===== src/rtl/spi_reg_bank.sv =====
// ---------------------------------------------------------------------------
// spi_reg_bank
//   Byte-level command decoder and register file sitting behind spi_slave.
//   The first byte of a chip-select-low transaction is a command
//   (bit7 = 1 write, 0 read; bits[6:0] start address); following bytes
//   write or read consecutive registers. The register file is exported flat
//   on o_Regs to configure the DDA core.
//
// Ports
//   i_Clk       system clock
//   i_Rst_L     asynchronous active-low reset
//   i_RX_DV     1-cycle pulse, i_RX_Byte valid
//   i_RX_Byte   byte received from spi_slave
//   i_SPI_CS_n  raw chip select (asynchronous, synchronised here)
//   o_TX_DV     1-cycle pulse, load o_TX_Byte into spi_slave
//   o_TX_Byte   byte for spi_slave to shift out on MISO
//   o_Wr_Stb    1-cycle pulse per accepted register write
//   o_Wr_Addr   address of the last accepted write
//   o_Wr_Data   data of the last accepted write
//   o_Regs      flat register file, register n at [8n+7:8n]
//   o_Busy      high while a transaction is being decoded
// ---------------------------------------------------------------------------
module spi_reg_bank #(
   parameter int          NUM_REGS  = 16,
   parameter logic [7:0]  IDLE_BYTE = 8'hA5
) (
   input  logic                  i_Clk,
   input  logic                  i_Rst_L,
   input  logic                  i_RX_DV,
   input  logic [7:0]            i_RX_Byte,
   input  logic                  i_SPI_CS_n,
   output logic                  o_TX_DV,
   output logic [7:0]            o_TX_Byte,
   output logic                  o_Wr_Stb,
   output logic [6:0]            o_Wr_Addr,
   output logic [7:0]            o_Wr_Data,
   output logic [NUM_REGS*8-1:0] o_Regs,
   output logic                  o_Busy
);

   typedef enum logic [1:0] {
      ST_IDLE  = 2'd0,
      ST_WRITE = 2'd1,
      ST_READ  = 2'd2
   } stateT;

   stateT       state_q, state_d;
   logic [6:0]  ptr_q, ptr_d;
   logic        csMeta_q, csSync_q, csSyncDly_q;
   logic        txDv_q, txDv_d;
   logic [7:0]  txByte_q, txByte_d;
   logic        wrStb_q, wrStb_d;
   logic [6:0]  wrAddr_q, wrAddr_d;
   logic [7:0]  wrData_q, wrData_d;
   logic        idlePend_q, idlePend_d;
   logic [7:0]  regs_q [NUM_REGS];

   logic        csRise;
   logic        decodeAsCmd;
   logic        ptrInRange;
   logic        wrEn;
   logic [6:0]  rdAddr;
   logic [7:0]  rdData;

   // Chip select synchroniser plus one delay stage for edge detection. All
   // three flops reset high so that leaving reset never looks like a CS rise.
   always_ff @(posedge i_Clk or negedge i_Rst_L) begin
      if (!i_Rst_L) begin
         csMeta_q    <= 1'b1;
         csSync_q    <= 1'b1;
         csSyncDly_q <= 1'b1;
      end else begin
         csMeta_q    <= i_SPI_CS_n;
         csSync_q    <= csMeta_q;
         csSyncDly_q <= csSync_q;
      end
   end

   assign csRise = csSync_q & ~csSyncDly_q;

   // A byte is decoded as a command when no transaction is open, or when CS
   // still reads high outside the rise cycle. On the rise cycle itself a byte
   // still belongs to the transaction that is closing.
   assign decodeAsCmd = (state_q == ST_IDLE) || (csSync_q && !csRise);

   assign ptrInRange = ({25'd0, ptr_q} < 32'(NUM_REGS));

   // Read port: commands read the address in the byte itself, READ-state
   // bytes read at the running pointer. Addresses past the file read 0.
   assign rdAddr = decodeAsCmd ? i_RX_Byte[6:0] : ptr_q;

   always_comb begin
      rdData = 8'h00;
      for (int n = 0; n < NUM_REGS; n++) begin
         if (rdAddr == 7'(n)) begin
            rdData = regs_q[n];
         end
      end
   end

   // FSM state register.
   always_ff @(posedge i_Clk or negedge i_Rst_L) begin
      if (!i_Rst_L) begin
         state_q <= ST_IDLE;
      end else begin
         state_q <= state_d;
      end
   end

   // FSM next state: a CS rise always closes the transaction, even if a byte
   // arrives in the same cycle (that byte is still processed below).
   always_comb begin
      state_d = state_q;
      if (csRise) begin
         state_d = ST_IDLE;
      end else if (i_RX_DV && decodeAsCmd) begin
         state_d = i_RX_Byte[7] ? ST_WRITE : ST_READ;
      end
   end

   // FSM outputs and datapath next values. A byte-driven TX load wins over
   // the IDLE_BYTE load; when both fall in the rise cycle the IDLE_BYTE load
   // is deferred one cycle via idlePend so the two pulses stay separate.
   always_comb begin
      txDv_d     = 1'b0;
      txByte_d   = txByte_q;
      wrStb_d    = 1'b0;
      wrAddr_d   = wrAddr_q;
      wrData_d   = wrData_q;
      ptr_d      = ptr_q;
      wrEn       = 1'b0;
      idlePend_d = csRise & i_RX_DV;

      if (i_RX_DV) begin
         if (decodeAsCmd) begin
            ptr_d = i_RX_Byte[6:0];
            if (!i_RX_Byte[7]) begin
               txDv_d   = 1'b1;
               txByte_d = rdData;
               ptr_d    = i_RX_Byte[6:0] + 7'd1;
            end
         end else if (state_q == ST_WRITE) begin
            wrEn    = ptrInRange;
            wrStb_d = ptrInRange;
            if (ptrInRange) begin
               wrAddr_d = ptr_q;
               wrData_d = i_RX_Byte;
            end
            ptr_d = ptr_q + 7'd1;
         end else begin
            txDv_d   = 1'b1;
            txByte_d = rdData;
            ptr_d    = ptr_q + 7'd1;
         end
      end else if (csRise || idlePend_q) begin
         txDv_d   = 1'b1;
         txByte_d = IDLE_BYTE;
      end
   end

   // Registered outputs and pointer.
   always_ff @(posedge i_Clk or negedge i_Rst_L) begin
      if (!i_Rst_L) begin
         ptr_q      <= 7'd0;
         txDv_q     <= 1'b0;
         txByte_q   <= IDLE_BYTE;
         wrStb_q    <= 1'b0;
         wrAddr_q   <= 7'd0;
         wrData_q   <= 8'h00;
         idlePend_q <= 1'b0;
      end else begin
         ptr_q      <= ptr_d;
         txDv_q     <= txDv_d;
         txByte_q   <= txByte_d;
         wrStb_q    <= wrStb_d;
         wrAddr_q   <= wrAddr_d;
         wrData_q   <= wrData_d;
         idlePend_q <= idlePend_d;
      end
   end

   // Register file; the write lands on the same edge that raises o_Wr_Stb,
   // so the new value is visible while the strobe is high.
   always_ff @(posedge i_Clk or negedge i_Rst_L) begin
      if (!i_Rst_L) begin
         for (int n = 0; n < NUM_REGS; n++) begin
            regs_q[n] <= 8'h00;
         end
      end else begin
         for (int n = 0; n < NUM_REGS; n++) begin
            if (wrEn && (ptr_q == 7'(n))) begin
               regs_q[n] <= i_RX_Byte;
            end
         end
      end
   end

   // Flatten the register file for the core.
   always_comb begin
      o_Regs = '0;
      for (int n = 0; n < NUM_REGS; n++) begin
         o_Regs[n*8 +: 8] = regs_q[n];
      end
   end

   assign o_TX_DV   = txDv_q;
   assign o_TX_Byte = txByte_q;
   assign o_Wr_Stb  = wrStb_q;
   assign o_Wr_Addr = wrAddr_q;
   assign o_Wr_Data = wrData_q;
   assign o_Busy    = (state_q != ST_IDLE);

endmodule


===== config.mk =====
export PLATFORM = sky130hd
export DESIGN_NAME = spi_reg_bank
export DESIGN_NICKNAME = d
export VERILOG_FILES = /design/src/rtl/spi_reg_bank.sv
export SDC_FILE = /design/constraint.sdc
export NUM_CORES = 1
export LEC_CHECK = 0
export ABC_AREA = 1
export BUFFER_PORTS_ARGS = -buffer_cell sky130_fd_sc_hd__buf_4
export CORE_MARGIN = 2
export CORE_UTILIZATION = 35
export CTS_BUF_LIST = sky130_fd_sc_hd__clkbuf_4 sky130_fd_sc_hd__clkbuf_8
export DETAILED_ROUTE_END_ITERATION = 16
export PLACE_DENSITY_LB_ADDON = 0.3
export SYNTH_ARGS = -nofsm -noshare
export SYNTH_HDL_FRONTEND = slang
export SYNTH_SLANG_ARGS = --single-unit

===== constraint.sdc =====
create_clock -name i_Clk -period 1.8 [get_ports i_Clk]
set_input_delay 0.36 -clock i_Clk [delete_from_list [all_inputs] [get_ports i_Clk]]
set_output_delay 0.36 -clock i_Clk [all_outputs]
set_load 0.01 [all_outputs]

==> impl_metrics.ini, run 1 <==
[logic_synthesis]
synth-edff-count = 0
synth.most_common_cell = nand2_1
synth_area_um2 = 7690
netlist_instances = 917
yosysWarningCount = 0
synthArstFlopShare_pct = 100
synth_top_area_share_pct = 51.7
ys.flop_type = dfrtp_1
synth_seq_area_share_pct = 54.1
synth_area_leaders = dfrtp_1, nand2_1, o21ai_0
yosys.area.top_type = dfrtp_1
synth_nets = 934
synth.distinct_cells = 41
synth.cells.most_frequent = nand2_1, dfrtp_1, o21ai_0
synth-seq-cells = 166
avgSynthCellArea_um2 = 8.39

[placement]
place_inst = 1427
gp_congestion = 0.914
hpwl_um = 19700
port-buffer-count = 165

[cells_and_area]
drive_above_1_share_pct = 50.9
diodes = 0
final_core_util_pct = 57.0
final_cells = 1507
nFillCells = 1818
nNetsFinal = 1232
area_delta_synth_final_pct = 60.7

[setup_path]
startpoint_type = flop
critPathKind = flop to flop
crit_path_end_kind = flop
crit-reg2reg-capture = o_TX_Byte[4]
required_ns = 2.16
crit_end = o_TX_Byte[4]
r2r_slack_ns = -0.96
worst-path-max-fanout = 5
cp-startpoint = state_q[1]
worst-r2r-cell-count = 18
worstPathArrival_ns = 3.12
rr_startpoint = state_q[1]

[run]
drv_cap = 0

[detailed_routing]
drtPass1Iterations = 5
routed_via_density = 5.35
wl_per_cell_um = 20.2
drt_iter0_drc = 727
vias = 8056
ant_nets = 0
wirelength_um = 30400
drcViolationCount = 0

[sta]
finalWorstSetupSlack_ns = -0.959
relSlewSlack_pct = 35.2
fin_crit_sh_pct = 153
timing.hold.ws_ns = 0.264
min_period_ns = 2.76
tightest_slew_ns = 0.970
rsz0062_at_grt = yes
fmax_mhz = 362
slew_violations = 0
finalHoldViolCount = 0
setup_viol_count_final = 137
finClkSkew_ns = 0.0140

[die]
rows = 54
core-area_um2 = 21700
die_w_um = 152
die_y_um = 152
die_area_um2 = 23200
io_pins = 166
start_util_pct = 35.5

[power_and_ir_drop]
p_per_area_nw_per_um2 = 909
peakVddDrop_mv = 0.583
power.static_leakage_uw = 0.00563

[cts]
cts.sinks = 166
clock_path_buffers = 2
numCtsBuffers = 17
h-tree-depth = 4
cts_tree = done
cts-root-buf = clkbuf_8
clock_latency_ns = 0.47
path_clk_slew_ns = 0.10

[outcome]
violations = setup timing
status = finished with violations

[global_routing]
grt_pass1_wl_um = 44400
grt_overflow = 0
grt_pass1_vias = 7526
antenna_found_initial = 1
track_usage_pct = 24.9
grt_max_degree = 57

[min_path]
min_path_type = primary input to flop
whs_path_depth = 3
==> worst max-delay path: stages (launching register included) <==
cell and delay, ns:
dfrtp_1 0.46, inv_2 0.11, nand2_2 0.10, buf_4 0.17, nand3_1 0.11, nand2_4 0.08, nand2_4 0.08, nor2_4 0.05
buf_6 0.13, nand3_2 0.07, nand3_2 0.09, nor2_2 0.12, nand4_1 0.21, nor2_1 0.21, nand4_1 0.16, nor2_2 0.19
nand4_1 0.15, nand2_1 0.10, nand2_1 0.05
==> placed cells by master (no fill, tap or decap), types with 3 or more instances in the layout <==
master	instances
a211oi_1	4
a21oi_1	9
buf_12	17
buf_16	5
buf_4	246
buf_6	19
buf_8	11
bufinv_16	5
clkbuf_8	17
dfrtp_1	158
dfstp_2	7
ha_1	4
inv_1	61
inv_2	11
nand2_1	130
nand2_2	108
nand2_4	29
nand2_8	28
nand3_1	23
nand3_2	19
nand3_4	5
nand4_1	23
nor2_1	49
nor2_2	24
nor2_4	16
nor3_1	3
o21ai_0	25
o21ai_1	93
o21ai_2	32
or2_0	3
or2_2	4
xor2_1	4
==> layout make-up <==
class                   count  area (um2)  area share, %
clock buffers              19         249           2.01
clock inverters            12         201           1.63
inverters                  74         283           2.29
multi-input cells         655        4390           35.5
flip-flops and latches    166        4160           33.7
well taps                 280         350           2.83
repair buffers            301        2730           22.1
==> flip-flops by register name, summed over array words and instances, names as in the netlist <==
register,count
csMeta_q,1
csSyncDly_q,1
csSync_q,1
idlePend_q,1
o_Regs,128
o_TX_Byte,8
o_TX_DV,1
o_Wr_Addr,7
o_Wr_Data,8
o_Wr_Stb,1
ptr_q,7
state_q,2
==> cells by family after synthesis <==
logic type	count (synthesis)	synth area share [%]
compound gates	171	11.7
xor+xnor	6	0.683
fa+ha+maj	5	0.813
buf+inv	108	5.89
flops	166	54.1
simple gates	461	26.8
==> how the worst min path moves through the flow <==
stage	startpoint	endpoint	slack [ns]
after floorplan	i_Rst_L	idlePend_q	0.06
after global placement	i_Rst_L	o_Regs[6]	0.29
after detailed placement	i_Rst_L	o_Regs[6]	0.29
after CTS	i_RX_Byte[7]	state_q[0]	0.25
after global routing	i_RX_Byte[7]	state_q[0]	0.26
final	i_RX_Byte[7]	state_q[0]	0.26
==> stage by stage <==
stage	total power (uW)	setup TNS [ns]	instance area, um2	setup WS, ns
floorplan	5710	-10.58	7830	-0.194
global placement	7120	-14.64	9990	-0.868
detailed placement	7160	-19.60	9990	-0.908
CTS	10800	-25.93	11500	-0.872
global route	11700	-50.47	12400	-1.05
finish	11200	-39.79	12400	-0.959
==> timing repair <==
action / CTS / global route
buffers inserted: 23 / 12
pin swaps: 45 / 90
endpoints found under the setup margin: 137 / 155
hold endpoints to repair: 36 / 0
hold buffers: 2 / 0
gates resized for setup: 166 / 283
gates cloned: 17 / 1
==> where the power goes <==
| group | internal (uW) | switching (uW) | total (uW) |
|---|---|---|---|
| Combinational | 1530 | 2050 | 3580 |
| Clock | 1680 | 1440 | 3120 |
| Sequential | 4130 | 405 | 4540 |
| Total | 7340 | 3900 | 11200 |
==> metal layers <==
layer	GRT usage, %	wire [um]	up-vias
met1	32.1	12100	3960
li1	-	-	3626
met3	6.11	2390	76
met4	7.08	962	0
met2	41.7	15000	394
met5	0	0	-
Note: power is estimated with default switching activity, not from simulation.
==> run 2, diff against run 1 <==
--- a/config.mk
+++ b/config.mk
@@ -8,7 +8,7 @@
 export ABC_AREA = 1
 export BUFFER_PORTS_ARGS = -buffer_cell sky130_fd_sc_hd__buf_4
 export CORE_MARGIN = 2
-export CORE_UTILIZATION = 35
+export CORE_UTILIZATION = 40
 export CTS_BUF_LIST = sky130_fd_sc_hd__clkbuf_4 sky130_fd_sc_hd__clkbuf_8
 export DETAILED_ROUTE_END_ITERATION = 16
 export PLACE_DENSITY_LB_ADDON = 0.3
==> constraint.sdc (replaced) <==
create_clock -name i_Clk -period 2.2 [get_ports i_Clk]
set_input_delay 0.44 -clock i_Clk [delete_from_list [all_inputs] [get_ports i_Clk]]
set_output_delay 0.44 -clock i_Clk [all_outputs]
set_load 0.01 [all_outputs]
==> impl_metrics.ini, run 2 (same netlist as run 1, synthesis figures left out) <==
[global_routing]
grt_overflow = 0
antenna_found_initial = 0
grt_max_degree = 48
grt_pass1_wl_um = 40700
track_usage_pct = 26.7
grt_pass1_vias = 7171

[cells_and_area]
nNetsFinal = 1189
final_common_cell = buf_4
drive_above_1_share_pct = 34.9
largest_register_ffs = 128
final_cell_mix = buf_4, nand2_1, dfrtp_1, o21ai_0, inv_1
diodes = 0
area_delta_synth_final_pct = 37.1

[detailed_routing]
drtPass1Iterations = 5
vias = 7532
wirelength_um = 26500
drcViolationCount = 0
drt_iter0_drc = 649
routed_via_density = 5.31
ant_nets = 0
wl_per_cell_um = 18.6

[setup_path]
path_cells = buf_12, nor2_1, nor2_2, buf_4, nand2_2, nand2_2, buf_6, nand3_4, nor2_4, nand2_2, nand3_2, nor2_2, nand4_1, nor2_1, nand4_1, nor2_2, nand4_1, nand2_1, nand2_1
worstPathArrival_ns = 3.04
critical_path_buf_inv_count = 3
rr_startpoint = state_q[0]
cp_slowest_cell = dfrtp_2
worst-r2r-cell-count = 19
r2r_slack_ns = -0.47
required_ns = 2.56
crit_path_end_kind = flop
cp-startpoint = state_q[0]
worst-path-max-fanout = 3
cpLargestDelayFamily = simple AND/OR/NAND/NOR gates
startpoint_type = flop
critPathKind = flop to flop
crit-reg2reg-capture = o_TX_Byte[6]
max_stage_delay_ns = 0.43

[die]
core-area_um2 = 18800
start_util_pct = 41.0
die_area_um2 = 20400
die_y_um = 143
die_w_um = 143
rows = 50
io_pins = 166

[run]
drv_cap = 0

[sta]
timing.hold.ws_ns = 0.0709
relSlewSlack_pct = 68.6
slew_violations = 0
finClkSkew_ns = 0.0130
setup_viol_count_final = 8
fin_crit_sh_pct = 122
rsz0062_at_grt = yes
min_period_ns = 2.67
finalWorstSetupSlack_ns = -0.474
finalHoldViolCount = 0
fmax_mhz = 374
tightest_slew_ns = 0.466

[placement]
pre_cts_ws_ns = -0.559
gp_congestion = 0.984
port-buffer-count = 165
hpwl_um = 19000

[cts]
path_clk_slew_ns = 0.09
cts_tree = done
cts-root-buf = clkbuf_8
clock_path_buffers = 2
cts.sinks = 166
clock_latency_ns = 0.47
numCtsBuffers = 17
h-tree-depth = 4

[power_and_ir_drop]
peakVddDrop_mv = 0.513
total_power_uw = 8210
p_per_area_nw_per_um2 = 778
power.static_leakage_uw = 0.00513

[min_path]
min-delay-start = i_SPI_CS_n
whs_path_depth = 1
min_to = csMeta_q
min_path_type = primary input to flop

[outcome]
violations = setup timing
status = finished with violations
## run 2: cell types whose count changed in the layout (fill, tap and decap cells not counted), sizes merged
| cell | before | now |
|---|---|---|
| buf | 298 | 269 |
| inv | 75 | 78 |
| bufinv | 5 | 1 |
| dlygate4sd3 | 2 | 1 |
| nand2 | 295 | 283 |
| clkinv | 4 | 1 |
| clkinvlp | 2 | 6 |
## run 2: per-layer routing
| metal | global-route usage (%) | wire length (um) | vias up |
|---|---|---|---|
| met4 | 12.1 | 924 | 0 |
| met1 | 36.1 | 11200 | 3581 |
| met3 | 4.66 | 2030 | 63 |
| met5 | 0 | 0 | - |
| met2 | 42.0 | 12300 | 380 |
| li1 | - | - | 3508 |
## run 2: through the flow
step	util, %	cell area [um2]	std cells	TNS (ns)
finish	56.2	10500	1419	-2.41
global route	56.2	10500	1419	-3.74
CTS	55.8	10500	1417	-3.33
detailed placement	51.8	9720	1362	-2.31
global placement	51.8	9720	1362	-2.10
floorplan	-	7690	917	0
## run 2: area by class of cell
type                    instances  area, um2
clock buffers                  20        275
clock inverters                12        118
fillers                      1719       8220
inverters                      74        280
multi-input cells             643       3280
flip-flops and latches        166       4160
well taps                     234        293
repair buffers                270       2140
## run 2: how the worst max path moves through the flow
stage | endpoint | slack, ns | depth (start not counted)
after floorplan | o_TX_Byte[1] | 0.18 | 16
after global placement | o_TX_Byte[4] | -0.54 | 19
after detailed placement | o_TX_Byte[6] | -0.56 | 17
after CTS | o_TX_Byte[6] | -0.48 | 16
after global routing | o_TX_Byte[6] | -0.56 | 16
final | o_TX_Byte[6] | -0.47 | 19
## run 2: repair_timing
item                                    4_1_cts  5_1_grt
gates cloned                                  1        0
hold buffers                                  1        0
endpoints found under the hold margin        30        0
gates resized for setup                      52       19
endpoints found under the setup margin        8        8
pin swaps                                    45       34
setup buffers                                24        4
## run 2: power breakdown
part	internal [uW]	total [uW]	switching [uW]
Clock	1000	2220	1220
Sequential	3380	3680	293
Combinational	1060	2310	1250
Total	5440	8210	2760
==> run 3, diff against run 2 <==
--- a/config.mk
+++ b/config.mk
@@ -11,6 +11,7 @@
 export CORE_UTILIZATION = 40
 export CTS_BUF_LIST = sky130_fd_sc_hd__clkbuf_4 sky130_fd_sc_hd__clkbuf_8
 export DETAILED_ROUTE_END_ITERATION = 16
+export HOLD_SLACK_MARGIN = 0.12
 export PLACE_DENSITY_LB_ADDON = 0.3
 export SYNTH_ARGS = -nofsm -noshare
 export SYNTH_HDL_FRONTEND = slang
==> impl_metrics.ini, run 3 (same netlist as run 1, synthesis figures left out) <==
[placement]
gp_congestion = 0.984
place_inst = 1362
port-buffer-count = 165
hpwl_um = 19000

[cts]
cts-root-buf = clkbuf_8
path_clk_slew_ns = 0.09
numCtsBuffers = 17
clock_latency_ns = 0.47
clock_path_buffers = 2
cts_tree = done
h-tree-depth = 4
cts.sinks = 166

[sta]
finalWorstSetupSlack_ns = -0.464
relSlewSlack_pct = 67.4
finalHoldViolCount = 0
tightest_slew_ns = 0.484
fmax_mhz = 375
rsz0062_at_grt = yes
tns_ns = -2.35
fin_crit_sh_pct = 121
setup_viol_count_final = 8
min_period_ns = 2.66
finClkSkew_ns = 0.0116
slew_violations = 0
timing.hold.ws_ns = 0.337

[setup_path]
critPathKind = flop to flop
worst-path-max-fanout = 3
startpoint_type = flop
rr_startpoint = state_q[0]
cp-startpoint = state_q[0]
worstPathArrival_ns = 3.03
required_ns = 2.57
crit_path_end_kind = flop

[detailed_routing]
drcViolationCount = 0
dr.max_layer_used = met4
wirelength_um = 26400
drtPass1Iterations = 7
vias = 7486
met2_length_um = 12300
wl_met1_um = 11200
met3_length_um = 2010
ant_nets = 0
wl_per_cell_um = 18.6
routed_via_density = 5.27
drt_iter0_drc = 616

[global_routing]
grt_pass1_wl_um = 40700
track_usage_pct = 26.7
antenna_found_initial = 0
grt_overflow = 0
grt_max_degree = 48
grt_pass1_vias = 7177

[die]
start_util_pct = 41.0
die_w_um = 143
core-area_um2 = 18800
die_y_um = 143
rows = 50
io_pins = 166
die_area_um2 = 20400

[cells_and_area]
area_delta_synth_final_pct = 37.2
final_cells = 1420
final_cell_mix = buf_4, nand2_1, dfrtp_1, o21ai_0, inv_1
final_common_cell = buf_4
largest_register_ffs = 128
nNetsFinal = 1190
drive_above_1_share_pct = 34.8
diodes = 0

[min_path]
min_path_type = primary input to flop
min-delay-start = i_RX_Byte[1]

[power_and_ir_drop]
peakVddDrop_mv = 0.512
power.static_leakage_uw = 0.00514
p_per_area_nw_per_um2 = 777
total_power_uw = 8200

[run]
drv_cap = 0

[outcome]
status = finished with violations
violations = setup timing
-- run 3: changes by cell type in the layout (fill, tap and decap cells not counted), sizes merged --
cell	previous run	this run
dlygate4sd3	1	2
-- run 3: path summary, 6_finish.rpt --
check	to	slack (ns)	cells after the start
max	o_TX_Byte[6]	-0.46	19
min	ptr_q[1]	0.34	4
max reg2reg	o_TX_Byte[6]	-0.46	19
min reg2reg	csSync_q	0.37	0
max in group asynchronous	csSync_q	1.07	3
min in group asynchronous	o_Regs[74]	0.42	2
-- run 3: worst max-delay path, stage by stage (launching register included) --
cell and delay (ns):
dfrtp_2 0.43, buf_12 0.13, nor2_1 0.12, nor2_2 0.07, buf_4 0.13, nand2_2 0.05
nand2_2 0.06, buf_6 0.12, nand3_4 0.07, nor2_4 0.05, nand2_2 0.07, nand3_2 0.09
nor2_2 0.11, nand4_1 0.20, nor2_1 0.18, nand4_1 0.16, nor2_2 0.18, nand4_1 0.16
nand2_1 0.11, nand2_1 0.06
-- run 3: layout make-up --
cell class | instances | area [um2]
Multi-Input combinational cell | 643 | 3280
Tap cell | 234 | 293
Timing Repair Buffer | 271 | 2150
Clock buffer | 20 | 275
Sequential cell | 166 | 4160
Clock inverter | 12 | 118
Inverter | 74 | 280
Fill cell | 1721 | 8210
-- run 3: metrics by stage --
step,area (um2),setup WS (ns),util (%)
6_report,10600,-0.464,56.3
5_1_grt,10600,-0.560,56.3
4_1_cts,10500,-0.482,55.8
3_5_place_dp,9720,-0.559,51.8
3_3_place_gp,9720,-0.542,51.8
2_1_floorplan,7690,0.184,-
-- run 3: routing by layer --
layer,global-route usage (%),up-vias
met4,12.1,0
met1,36.1,3537
met2,42.1,381
li1,-,3502
met3,4.66,66
met5,0,-
-- run 3: what timing repair did --
item,in CTS,in global routing
resized for setup,52,19
hold buffers,2,0
endpoints found under the setup margin,8,8
pin swaps,45,34
gates cloned,1,0
hold endpoints to repair,31,0
setup buffers,24,4
-- run 3: where the power goes --
| group | total [uW] | internal (uW) | switching, uW |
|---|---|---|---|
| logic | 2320 | 1060 | 1260 |
| registers | 3670 | 3380 | 291 |
| clock network | 2210 | 999 | 1210 |
| total | 8200 | 5440 | 2760 |
